## config.mk

```make
export PLATFORM = sky130hd
export DESIGN_NAME = serial_tx
export DESIGN_NICKNAME = d
export VERILOG_FILES = /design/src/rtl/serial_pkg.sv /design/src/rtl/serial_tx_bit_timer.sv /design/src/rtl/serial_tx.sv
export SDC_FILE = /design/constraint.sdc
export NUM_CORES = 1
export LEC_CHECK = 0
export BUFFER_PORTS_ARGS = -buffer_cell sky130_fd_sc_hd__buf_2
export CAP_MARGIN = 20
export CORE_MARGIN = 8
export CORE_UTILIZATION = 50
export CTS_CLUSTER_SIZE = 25
export DETAILED_ROUTE_END_ITERATION = 10
export PLACE_DENSITY = 0.76
export SLEW_MARGIN = 25
export SYNTH_ARGS = -nofsm -noshare
export SYNTH_HDL_FRONTEND = slang
export SYNTH_HIERARCHICAL = 1
export SYNTH_SLANG_ARGS = --single-unit
```

## constraint.sdc

```tcl
create_clock -name clk -period 1.7 [get_ports clk]
set_input_delay 0 -clock clk [delete_from_list [all_inputs] [get_ports clk]]
set_output_delay 0 -clock clk [all_outputs]
set_load 0.005 [all_outputs]
```

## src/rtl/serial_pkg.sv

```systemverilog
// Shared types and line levels for the serial frame transmitter.
package serial_pkg;

    typedef enum logic [1:0] {
        IDLE  = 2'd0,
        START = 2'd1,
        DATA  = 2'd2,
        STOP  = 2'd3
    } state_t;

    localparam logic IDLE_LEVEL  = 1'b1;
    localparam logic START_LEVEL = 1'b0;
    localparam logic STOP_LEVEL  = 1'b1;

endpackage

```

## src/rtl/serial_tx_bit_timer.sv

```systemverilog
// Baud counter: tick marks the last clk cycle of each serial bit period.
module bit_timer #(
    parameter int CLKS_PER_BIT = 4
) (
    input  logic clk,
    input  logic rst_n,
    input  logic clear,
    output logic tick
);

    // One-bit floor keeps the counter legal when CLKS_PER_BIT=1; it then stays at 0.
    localparam int CW = (CLKS_PER_BIT > 1) ? $clog2(CLKS_PER_BIT) : 1;
    localparam logic [CW-1:0] LAST = CW'(CLKS_PER_BIT - 1);

    logic [CW-1:0] cnt;

    assign tick = (cnt == LAST);

    always_ff @(posedge clk or negedge rst_n) begin
        if (!rst_n)             cnt <= '0;
        else if (clear || tick) cnt <= '0;
        else                    cnt <= cnt + CW'(1);
    end

endmodule

```

## src/rtl/serial_tx.sv

```systemverilog
// Start/data/stop serial transmitter with valid/ready word intake, LSB first.
module serial_tx
    import serial_pkg::*;
#(
    parameter int DATA_W       = 16,
    parameter int CLKS_PER_BIT = 4
) (
    input  logic              clk,
    input  logic              rst_n,
    input  logic [DATA_W-1:0] tx_data,
    input  logic              tx_valid,
    output logic              tx_ready,
    output logic              tx_out,
    output logic              busy,
    output logic              done
);

    localparam int BCW = $clog2(DATA_W + 1);
    localparam logic [BCW-1:0] LAST_BIT = BCW'(DATA_W - 1);

    state_t            state, state_n;
    logic [DATA_W-1:0] shift_reg, shift_n, shifted;
    logic [BCW-1:0]    bit_cnt, bit_cnt_n;
    logic              tx_out_n;
    logic              tick, hs;

    bit_timer #(.CLKS_PER_BIT(CLKS_PER_BIT)) u_timer (
        .clk   (clk),
        .rst_n (rst_n),
        .clear (state == IDLE),
        .tick  (tick)
    );

    always_ff @(posedge clk or negedge rst_n) begin
        if (!rst_n) begin
            state     <= IDLE;
            shift_reg <= '0;
            bit_cnt   <= '0;
            tx_out    <= IDLE_LEVEL;
        end else begin
            state     <= state_n;
            shift_reg <= shift_n;
            bit_cnt   <= bit_cnt_n;
            tx_out    <= tx_out_n;
        end
    end

    assign shifted = shift_reg >> 1;

    // tx_out is loaded with the level of the upcoming cycle so the pin comes straight off a flop.
    always_comb begin
        state_n   = state;
        shift_n   = shift_reg;
        bit_cnt_n = bit_cnt;
        tx_out_n  = tx_out;
        done      = 1'b0;
        tx_ready  = 1'b0;
        busy      = (state != IDLE);
        hs        = 1'b0;
        case (state)
            IDLE: begin
                tx_ready = 1'b1;
                tx_out_n = IDLE_LEVEL;
            end
            START: begin
                if (tick) begin
                    state_n  = DATA;
                    tx_out_n = shift_reg[0];
                end
            end
            DATA: begin
                if (tick) begin
                    if (bit_cnt == LAST_BIT) begin
                        state_n   = STOP;
                        bit_cnt_n = '0;
                        tx_out_n  = STOP_LEVEL;
                    end else begin
                        bit_cnt_n = bit_cnt + BCW'(1);
                        shift_n   = shifted;
                        tx_out_n  = shifted[0];
                    end
                end
            end
            STOP: begin
                if (tick) begin
                    done     = 1'b1;
                    tx_ready = 1'b1;
                    state_n  = IDLE;
                    tx_out_n = IDLE_LEVEL;
                end
            end
            default: state_n = IDLE;
        endcase
        hs = tx_valid & tx_ready;
        // A word taken on the final stop cycle starts the next frame with no idle gap.
        if (hs) begin
            state_n   = START;
            shift_n   = tx_data;
            bit_cnt_n = '0;
            tx_out_n  = START_LEVEL;
        end
    end

endmodule

```

# Word-level counts from Yosys, hierarchy flattened
# Index checks and enable logic that the tools add are counted.
# totals
inputBits	19
regBits	26
n_memories	0
latch_bits	0
mem_bits_ro	0
wordCells	52
out_inout_bits	4
ramBits	0
# classes
n_eq_ne	10
multipliers	0
n_bitwise	1
n_lt_le_gt_ge	0
n_shift	0
reduce_logical	10
n_mux	24
addsub	2
div	0
# ops
operator	count
16-bit two-way mux	4
5-bit two-way mux	4
2-bit two-way mux	6
3-bit by 2-bit != test with 1-bit output (second input constant)	3
1-bit two-way mux	7
2-bit equality test (second input constant)	3
2-bit one-hot mux with 3 select lines	1
3-bit AND reduction	2
2-bit nonzero test	3
5-bit by 1-bit adder with 5-bit output (second input constant)	1
5-bit by 4-bit equality test with 1-bit output (second input constant)	1
5-bit AND reduction	1
1-bit one-hot mux with 4 select lines	1
4-bit nonzero test	1
3-bit != test (second input constant)	1
2-bit by 1-bit adder with 2-bit output (second input constant)	1
2-bit by 1-bit equality test with 1-bit output (second input constant)	1
2-bit logical NOT	1
2-bit != test (second input constant)	1
1-bit one-hot mux with 2 select lines	1
2-bit AND reduction	1
1-bit bitwise AND	1
1-bit logical OR	1

# Logic depth before layout (Yosys ltp)
# Gate-level depths: netlist of the first run.
# depth
word_depth	6
mapped_depth	7
ltp_nobuf	5

# By module
# The synthesis of the first run kept the hierarchy.
# modules_own_cells
module	area_each_um2	cells_per_inst	n_inst	seq_area_each_um2
serial_tx	1353.8	148	1	601.8
bit_timer	85.1	5	1	50.0

# Worst setup path after synthesis of the first run
# No wires, ideal clock.
# synth_timing
path_kind	register to register
from	register state[1]
to	register state[0]
path_stages_with_launch	7
arrival_ps	1509
t_required_ps	1572
path_slack_ps	64
setup_ps	128
path_buffers	1
period_less_slack_ps	1636
path_cell_list	dfrtp_1 -> inv_1 -> ha_1 -> nand2b_1 -> clkbuf_1 -> o21ai_0 -> mux2_1
# synth_between
elab_chain_cells	5
elab_cells_between_ends	14
classes_between	eq/ne (7); mux (3); bitwise (1); reduce/logical (3)
# synth_lines
item	line	text
start: declaration	serial_tx.sv:21	state_t state, state_n;
start signal: assignment	serial_tx.sv:41	state <= state_n;
2-bit equality test or 2-bit logical NOT (tied branches)	serial_tx.sv:60	case (state)
1-bit one-hot mux with 2 select lines	serial_tx.sv:60	
1-bit bitwise AND	serial_tx.sv:94	hs = tx_valid & tx_ready;
3-bit != test (no source line), or another cell as far along	n/a	
5-bit AND reduction (no source line)	n/a	
# Parallel ways exist; a longest one is shown, timed or not.
# A chain may end at the register's enable or synchronous reset.

# Worst setup path after layout of the first run
# layout_timing
from	register state[0]
to	register state[0]
# Same word-level chain as after synthesis.

==> metrics.md, run 1 <==
| Metric | Value |
|---|---|
| Reg2reg start | state[0]$_DFFE_PN0P_ |
| DR WL/cell | 17.1 um |
| Syn Inst Count | 153 |
| Sink Count | 26 |
| First-pass GRT wire length | 6.40 mm |
| Data arrival time of the critical path | 1880 ps |
| Max-slew headroom | 0.616 |
| Area Growth Syn to Fin | 35.2% |
| Core box area | between 0.002 and 0.003 mm2 |
| Switching part of the total power | 0.402 |
| Most used cell, CP | buf_4 |
| Reg2reg setup slack | between 30 and 40 ps |
| Final setup violation count | 0 |
| Initial antenna violation count | 0 |
| Internal power | 1.84 mW |
| Total power | around 3.1 mW |
| RR Endpoint | state[0]$_DFFE_PN0P_ |
| Synth Area per Inst | 9.40 um2 |
| PwrDens | roughly 1600 mW/mm2 |
| Crit path buf inv count | 2 |
| Pin count of the biggest net entering global routing | 27 |
| Dpl hpwl | roughly 2.5 mm |
| # diodes | 0 |
| Die area | 0.00485 mm2 |
| Critical path's top delay family | flip-flops |
| CP Depth | 6 |
| Clock root buffer | clkbuf_4 |
| Max-capacitance violation count | 0 |
| Chip height | a little under 70 um |
| Hold Crit Class | in2reg |
| Vias in the first global route | around 1400 |
| Clk pwr share | 0.104 |
| Slew Viols, Final | 0 |
| Setup WS post-layout | 39.0 ps |
| Worst r2r path cells | 6 |
| Sw power | 1.24 mW |
| Synth Flop Type | dfrtp_1 |
| CP peak stage delay | 430 ps |
| Global Route Usage Sum | 0.156 |
| Pre-CTS WS | -14.7 ps |
| CTS buffer count | 3 |
| Period utilization | 0.977 |
| Site Rows | 19 |
| Placer Congestion | 0.958 |
| Initial drt markers | 96 |
| Final hold vios | 0 |
| Crit-path slowest cell | dfrtp_1 |
| Total leakage power | 0.847 nW |
| End of the critical path | state[0]$_DFFE_PN0P_ |
| Nets | 231 |
| Critical Path Source | state[0]$_DFFE_PN0P_ |
| Yosys Warn Count | 6 |
| Starting density of the core | 0.522 |
| Max reg flops | 16 |
| EDFF count, synth | 0 |
| Asr flop ratio synth | 1.00 |
| Setup CP Type | reg2reg |
| Layout Skew | 2.77 ps |
| Remaining Overflow, GRT | 0 |
| Comb power frac | 0.520 |
| Worst EP required | ~1900 ps |
| Post-Syn Nets | approximately 180 |
| H-tree level count | 1 |
| Sequential Power Share | 0.376 |
| TritonCTS clock tree | built |
| Post-Layout Cell Count | between 200 and 250 |
| Port Buffers | 22 |
| WHS | 97.7 ps |
| Tightest Pin Transition | 575 ps |
| Critical Path, Cell by Cell | buf_4 -> ha_2 -> a21oi_4 -> buf_4 -> o21bai_1 -> mux2_1 |
| CP Max Fanout | 6 |
| Routed Antenna Nets | 0 |
| Cell Area, Synth | 0.00144 mm2 |
| Detailed Routing Iterations Pass 1 | 4 |
| Clk slew on worst S/H paths | 140 ps |
| Vias | 1419 |
| Synth top area share | 0.435 |
| Area leader, netlist | dfrtp_1 |
| Via density | slightly above 6 |
| Clock Path Buffers | 2 |
| Worst-Skew Late Latency | 320 ps |
| Library cells used by synthesis | 34 |
| Sequential fraction of the synthesis area | 0.453 |
| Final Util | 0.706 |
| Ports | 23 |
| Share of cells above drive strength 1 | 0.319 |
| Die width | 69.6 um |
| Status | finished, final reports clean |
| Crit path capture type | register |
| Post-Route WL | 4.02 mm |
| Register bit total from synthesis | 26 |
| Worst vdd ir | ~1.1 mV |
| Tmin final | roughly 1700 ps |
| Maximum clock rate | 602 MHz |
| Top cells by area, synth | dfrtp_1, a31oi_1, nand3_1 |
| # DRC | 0 |
| Critical Path Start Type | register |
| Placed Cells incl. Taps | 209 |
[worst reg2reg max path, delay by kind of cell, from the launching register on]
| family | cells | cell delay, ps |
|---|---|---|
| mux | 1 | 310 |
| flops | 1 | 430 |
| buf+inv | 2 | 300 |
| compound gates | 2 | 320 |
| fa+ha+maj | 1 | 210 |
[layout by cell type (no fill, tap or decap), types with 6 or more instances in the layout]
cell type / synthesis / routed
a31oi_1: 15 / 11
dfrtp_1: 25 / 24
buf_4: 3 / 18
nand3_1: 18 / 18
nor3_1: 17 / 17
buf_2: 3 / 22
nand2_1: 6 / 6
o21ai_0: 8 / 8
dlygate4sd3_1: 0 / 17
o21ai_1: 12 / 12
[how the worst min path moves through the flow]
stage	from	end	slack, ps	depth (start not counted)
final	tx_valid	bit_cnt[2]$_DFFE_PN0P_	100	4
after floorplan	rst_n	bit_cnt[0]$_DFFE_PN0P_	-300	0
after global placement	rst_n	bit_cnt[4]$_DFFE_PN0P_	30	1
after global routing	tx_valid	bit_cnt[4]$_DFFE_PN0P_	110	4
after detailed placement	rst_n	bit_cnt[4]$_DFFE_PN0P_	20	1
after CTS	tx_valid	bit_cnt[4]$_DFFE_PN0P_	100	4
[Yosys cell counts (2+ instances only)]
master    count
o21ai_0       8
nand3_1      18
a21oi_1       2
and2_1        2
o21bai_1      2
a31oi_1      15
a311oi_1      2
o21ai_1      12
nand2_1       6
dfrtp_1      25
clkbuf_1      5
nor3_1       17
buf_4         3
ha_1          7
nor2_1        4
buf_2         3
inv_1         5
[per-stage QoR]
step	TNS (ps)	cell area, um2
2_1_floorplan	0	1440
3_3_place_gp	0	1650
3_5_place_dp	-14.7	1650
4_1_cts	0	1880
5_1_grt	-60.9	1950
6_report	0	1950
[final cells by class]
class	count	area [um2]
clock buffer	4	36.3
fill	196	812
inverter	5	18.8
multi-input combinational	110	752
sequential	26	653
tap	31	38.8
timing repair buffer	59	447
[power groups by stage]
| stage | registers, mW | clock network (mW) | logic, mW |
|---|---|---|---|
| floorplan | 1.10 | 0 | 0.918 |
| global placement | 1.13 | 0 | 1.26 |
| detailed placement | 1.15 | 0 | 1.33 |
| CTS | 1.13 | 0.319 | 1.44 |
| global route | 1.19 | 0.339 | 1.75 |
| finish | 1.16 | 0.321 | 1.60 |
[per-layer routing]
metal / track usage / vias up / part of all wire
met5: 0 / - / 0
met2: 0.265 / 54 / 0.50
met3: 0.0343 / 18 / 0.045
met4: 0.0781 / 0 / 0.034
li1: - / 671 / -
met1: 0.178 / 676 / 0.43
[what timing repair did]
item / 4_1_cts / 5_1_grt
hold buffers: 17 / 0
buffers inserted: 1 / 4
setup endpoints to repair: 7 / 17
resized for setup: 3 / 12
pin swaps: 0 / 1
endpoints found under the hold margin: 41 / 0
[logic make-up after synthesis]
group                      after synthesis  share of synthesized area
muxes                                    2                     0.0148
and+or+nand+nor                         54                      0.209
DFF                                     26                      0.453
xor gates and xnor gates                 1                    0.00609
adders and majority gates                7                     0.0609
buffers and inverters                   17                     0.0600
AOI/OAI and AO/OA                       46                      0.197
Power figures use the tool's default switching activity.
==> run 2: changes to the inputs <==
- CORE_UTILIZATION: 50 -> 59
- PLACE_DENSITY: 0.76 -> 0.84
- clock period: 1.7 -> 2 ns (I/O delays scaled with it)
==> run 2 against run 1 <==
Against the previous run:
- clock skew up 3.4 ps
- fmax down 10%
- register-to-register slack improved by 110 ps
- global-route usage up 1.9 points
- critical path type unchanged
- sequential power is 16% lower
- sequential cell count stayed put
- critical endpoint is now tx_out$_DFFE_PN1P_
==> metrics.md, run 2 (same netlist as run 1, synthesis figures left out) <==
| Metric | Value |
|---|---|
| Final setup violation count | 0 (unchanged) |
| RR Endpoint | tx_out$_DFFE_PN1P_ |
| Data arrival time of the critical path | 2090 ps (+210 ps) |
| CP Max Fanout | 18 (+12) |
| Clock root buffer | clkbuf_4 |
| FF/Latch Area | 652 um2 (-0.19%) |
| Global Route Usage Sum | 0.175 (+0.0191) |
| Final setup TNS | 0 ps (unchanged) |
| Via density | 6.06 (+0.41%) |
| Ports | 23 (unchanged) |
| Reg2reg start | bit_cnt[0]$_DFFE_PN0P_ |
| Status | finished, final reports clean |
| Placed cell areas | 0.00157 mm2 (-4.5%) |
| Routed Antenna Nets | 0 (unchanged) |
| Crit path capture type | register |
| Placer Congestion | 0.788 (-18%) |
| Worst-Skew Late Latency | 320 ps (about the same) |
| Chip height | 65.4 um (-6.1%) |
| WHS | 187 ps (+89.3 ps) |
| Post-Route WL | 3.57 mm (-11%) |
| # diodes | 0 (unchanged) |
| Initial drt markers | 60 (-38%) |
| Tmin final | 1850 ps (+186 ps) |
| Highest-count cells in the layout ignoring fill and taps | dfrtp_1, buf_2, nand3_1, nor3_1, dlygate4sd3_1 |
| Sink Count | 26 (unchanged) |
| Max-capacitance violation count | 0 (unchanged) |
| Cell area after layout | 0.00178 mm2 (-8.6%) |
| Starting density of the core | 0.603 (+0.0809) |
| Final hold vios | 0 (unchanged) |
| Share of cells above drive strength 1 | 0.209 (-0.109) |
| Dpl hpwl | 2.34 mm (-8.0%) |
| Nets | 218 (-5.6%) |
| Remaining Overflow, GRT | 0 (unchanged) |
| Pin count of the biggest net entering global routing | 27 (unchanged) |
| Worst vdd ir | 0.860 mV (-23%) |
| Period utilization | 0.923 (-0.0537) |
| Die area | 0.00428 mm2 (-12%) |
| Core box area | 0.00239 mm2 (-13%) |
| Max reg flops | 16 (unchanged) |
| Clock Path Buffers | 2 (unchanged) |
| Pre-CTS WS | 142 ps (+157 ps) |
| Area Growth Syn to Fin | 23.6% |
| Tightest Pin Transition | 627 ps (+51.5 ps) |
| Max-slew headroom | 0.582 (-0.0346) |
| Setup WS post-layout | 153 ps (+114 ps) |
| Maximum clock rate | 542 MHz (-10%) |
| Critical Path Start Type | register |
| H-tree level count | 1 (unchanged) |
| DR WL/cell | 16.2 um (-5.5%) |
| Hold Crit Class | in2reg |
| First-pass GRT wire length | 6.16 mm (-3.8%) |
| RSZ-0062 raised after global routing | false |
| Initial antenna violation count | 0 (unchanged) |
| Hold Path Depth | 4 (unchanged) |
| Layout Skew | 6.15 ps (+3.38 ps) |
| Detailed Routing Iterations Pass 1 | 4 (unchanged) |
| Port Buffers | 22 (unchanged) |
| Reg2reg setup slack | 150 ps (+110 ps) |
| # DRC | 0 (unchanged) |
| Site Rows | 18 (-1) |
| Die width | 65.4 um (-6.1%) |
| PwrDens | 1310 mW/mm2 (-17%) |
| Worst EP required | 2240 ps (+320 ps) |
| Post-CTS setup buffer count | 0 (-1) |
| Total leakage power | 0.782 nW (-7.7%) |
| Critical Path Source | bit_cnt[0]$_DFFE_PN0P_ |
| Multi-input logic area | 701 um2 (-6.8%) |
| Vias | 1340 (-5.6%) |
| End of the critical path | tx_out$_DFFE_PN1P_ |
| CTS buffer count | 3 (unchanged) |
| Worst r2r path cells | 4 (-2) |
| Most common cell after layout, fill and taps aside | dfrtp_1 |
| TritonCTS clock tree | built |
| Vias in the first global route | 1424 (+2.4%) |
| Setup CP Type | reg2reg |
| Slew Viols, Final | 0 (unchanged) |
| Clk slew on worst S/H paths | 140 ps (about the same) |
| Fill cells | 180 (-8.2%) |
-- run 2: stage by stage --
stage               cells  utilization  total power, mW
floorplan             153            -             1.71
global placement      200        0.658             1.95
detailed placement    200        0.658             2.03
CTS                   221        0.745             2.32
global route          221        0.745             2.51
finish                221        0.745             2.33
-- run 2: routing by layer --
layer	vias up	GRT usage	share of wire
li1	636	-	-
met5	-	0	0
met1	660	0.209	0.43
met4	0	0.0654	0.0064
met3	4	0.0289	0.047
met2	40	0.306	0.51
-- run 2: worst max-delay path, cell delays in order, from the launching register on --
cell and delay [ps]:
dfrtp_1 450, ha_1 250, and4b_1 620, o21ai_1 140
a311oi_1 290
-- run 2: area by class of cell --
| cell class | instances | area share |
|---|---|---|
| timing repair buffer | 46 | 0.187 |
| clock buffer | 4 | 0.0204 |
| multi-input combinational | 110 | 0.394 |
| inverter | 5 | 0.0106 |
| tap | 30 | 0.0211 |
| sequential | 26 | 0.367 |
-- run 2: timing repair --
action | CTS | global route
gates resized for setup | 0 | 1
hold buffers | 17 | 0
setup endpoints to repair | 0 | 8
hold endpoints to repair | 41 | 0
-- run 2: power breakdown --
group / switching [mW] / leakage, nW / total [mW] / internal (mW)
combinational: 0.603 / 0.449 / 1.08 / 0.479
clock: 0.157 / 0.0210 / 0.268 / 0.111
sequential: 0.185 / 0.312 / 0.977 / 0.792
-- run 2: worst min path at each step --
stage          startpoint                     end  slack (ps)
6_report         tx_valid  bit_cnt[2]$_DFFE_PN0P_         190
5_1_grt          tx_valid  bit_cnt[1]$_DFFE_PN0P_         220
4_1_cts          tx_valid  bit_cnt[2]$_DFFE_PN0P_         180
3_5_place_dp        rst_n    state[0]$_DFFE_PN0P_          40
3_3_place_gp        rst_n    state[1]$_DFFE_PN0P_          30
2_1_floorplan       rst_n  bit_cnt[0]$_DFFE_PN0P_        -300
==> run 3: changes to the inputs <==
- CORE_MARGIN: 8 -> not set
==> run 3 against run 2 <==
Against the previous run:
- cell count shrank 0.90%
- worst setup slack worse by 17 ps
- fmax fell by 0.91%
- critical endpoint is now tx_ready
- largest power group unchanged
==> metrics.md, run 3 (same netlist as run 1, synthesis figures left out) <==
| Metric | Value |
|---|---|
| Status | finished, final reports clean |
| FF/Latch Area | 652 um2 (unchanged) |
| CTS buffer count | 3 (unchanged) |
| Die area | 0.00264 mm2 (-38%) |
| Starting density of the core | 0.638 (+0.0355) |
| Initial drt markers | 48 (-20%) |
| Hold Crit Class | in2reg |
| Max reg flops | 16 (unchanged) |
| Worst r2r path cells | 5 (+1) |
| Cell area after layout | 0.00180 mm2 (+0.98%) |
| Vias | 1359 (+1.4%) |
| Maximum clock rate | 537 MHz (-0.91%) |
| Layout Skew | 9.26 ps (+3.11 ps) |
| CP peak stage delay | 420 ps (-200 ps) |
| Max-capacitance violation count | 0 (unchanged) |
| Most common cell after layout, fill and taps aside | dfrtp_1 |
| Worst-Skew Late Latency | 340 ps (+20 ps) |
| Crit path capture type | output port |
| Fill cells | 154 (-14%) |
| DR WL/cell | 16.9 um (+4.4%) |
| Critical Path Start Type | register |
| RSZ-0062 raised after global routing | false |
| Data arrival time of the critical path | 1860 ps (-230 ps) |
| Global Route Usage Sum | 0.326 (+0.151) |
| Placer Congestion | 0.792 (+0.51%) |
| Via density | 6.21 (+2.3%) |
| Clock Path Buffers | 2 (unchanged) |
| # diodes | 0 (unchanged) |
| Ports | 23 (unchanged) |
| Critical path's top delay family | buffers and inverters |
| TritonCTS clock tree | built |
| CP Max Fanout | 17 (-1) |
| Critical Path, Cell by Cell | inv_1 -> ha_1 -> a21oi_2 -> buf_4 -> nor2_1 -> buf_2 |
| Clk slew on worst S/H paths | 140 ps (about the same) |
| Reg2reg start | state[0]$_DFFE_PN0P_ |
| PwrDens | 1350 mW/mm2 (+3.5%) |
| H-tree level count | 1 (unchanged) |
| Worst vdd ir | 1.21 mV (+40%) |
| Hold path startpoint | tx_valid |
| Setup CP Type | reg2out |
| First-pass GRT wire length | 6.36 mm (+3.2%) |
| Core box area | 0.00225 mm2 (-5.6%) |
| WHS | 129 ps (-58.5 ps) |
| Crit path buf inv count | 3 (+3) |
| Sink Count | 26 (unchanged) |
| Clock root buffer | clkbuf_4 |
| Site Rows | 17 (-1) |
| Hold Path Depth | 4 (unchanged) |
| Area Growth Syn to Fin | 24.8% |
| Tmin final | 1860 ps (+17.0 ps) |
| Pin count of the biggest net entering global routing | 27 (unchanged) |
| Vias in the first global route | 1343 (-5.7%) |
| Final hold vios | 0 (unchanged) |
| Crit-path slowest cell | dfrtp_1 |
| Routed Antenna Nets | 0 (unchanged) |
| Highest-count cells in the layout ignoring fill and taps | dfrtp_1, buf_2, nand3_1, nor3_1, dlygate4sd3_1 |
| Detailed Routing Iterations Pass 1 | 4 (unchanged) |
| Period utilization | 0.932 (+0.00851) |
| Final setup violation count | 0 (unchanged) |
| Port Buffers | 22 (unchanged) |
| Critical Path Source | state[0]$_DFFE_PN0P_ |
| Post-Route WL | 3.70 mm (+3.4%) |
| Remaining Overflow, GRT | 0 (unchanged) |
| Dpl hpwl | 2.25 mm (-3.8%) |
| Initial antenna violation count | 0 (unchanged) |
| # DRC | 0 (unchanged) |
| Final setup TNS | 0 ps (unchanged) |
| Die width | 51.4 um (-21%) |
| Max-slew headroom | 0.625 (+0.0428) |
| Placed cell areas | 0.00157 mm2 (-0.16%) |
| Chip height | 51.4 um (-21%) |
| Reg2reg setup slack | 180 ps (+30 ps) |
| Total leakage power | 0.791 nW (+1.1%) |
| CP Depth | 6 (+2) |
| Tightest Pin Transition | 563 ps (-63.8 ps) |
| Slew Viols, Final | 0 (unchanged) |
| Multi-input logic area | 704 um2 (+0.54%) |
| Post-CTS setup buffer count | 0 (unchanged) |
| Nets | 218 (unchanged) |
| Share of cells above drive strength 1 | 0.220 (+0.0105) |
| Worst EP required | 2000 ps (-240 ps) |
[run 3: where the power goes]
group | leakage (nW) | internal [mW] | total (mW) | switching (mW)
clock | 0.0279 | 0.203 | 0.375 | 0.172
sequential | 0.312 | 0.792 | 0.982 | 0.190
combinational | 0.451 | 0.461 | 1.07 | 0.613
total | 0.791 | 1.46 | 2.43 | 0.976
[run 3: worst min-delay path, cell delays in order]
cell,delay (ps)
buf_2,80
nand2b_1,120
o21bai_1,160
mux2i_1,70
[run 3: final timing paths]
check	endpoint
max	tx_ready
min	state[1]$_DFFE_PN0P_
max reg2reg	state[0]$_DFFE_PN0P_
min reg2reg	u_timer/cnt[0]$_DFF_PN0_
max in group asynchronous	tx_out$_DFFE_PN1P_
min in group asynchronous	bit_cnt[3]$_DFFE_PN0P_
[run 3: repair_timing]
item                       CTS  global route
setup endpoints to repair    0            16
hold buffers                17             0
hold endpoints to repair    41             0
resized for setup            0             3
[run 3: area by class of cell]
class                   instances  share of cell area
flip-flops and latches         26               0.363
repair buffers                 46               0.185
clock inverters                 1              0.0167
inverters                       5              0.0105
clock buffers                   3              0.0125
well taps                      28              0.0195
multi-input cells             110               0.392
[run 3: layer usage]
metal / wire length, um / share of wire / vias to the layer above / track usage
met1: 1600 / 0.43 / 653 / 0.445
met5: 0 / 0 / - / 0
met3: 202 / 0.055 / 7 / 0.0387
li1: - / - / 646 / -
met4: 57 / 0.015 / 0 / 0.117
met2: 1840 / 0.50 / 53 / 0.530
[run 3: per-stage QoR]
stage	worst slack, ps	util	total power, mW	std cells
final	136	0.796	2.43	219
after global routing	6.00	0.796	2.62	219
after CTS	121	0.795	2.40	219
after detailed placement	158	0.696	2.01	198
after global placement	240	0.696	1.93	198
after floorplan	364	-	1.71	153
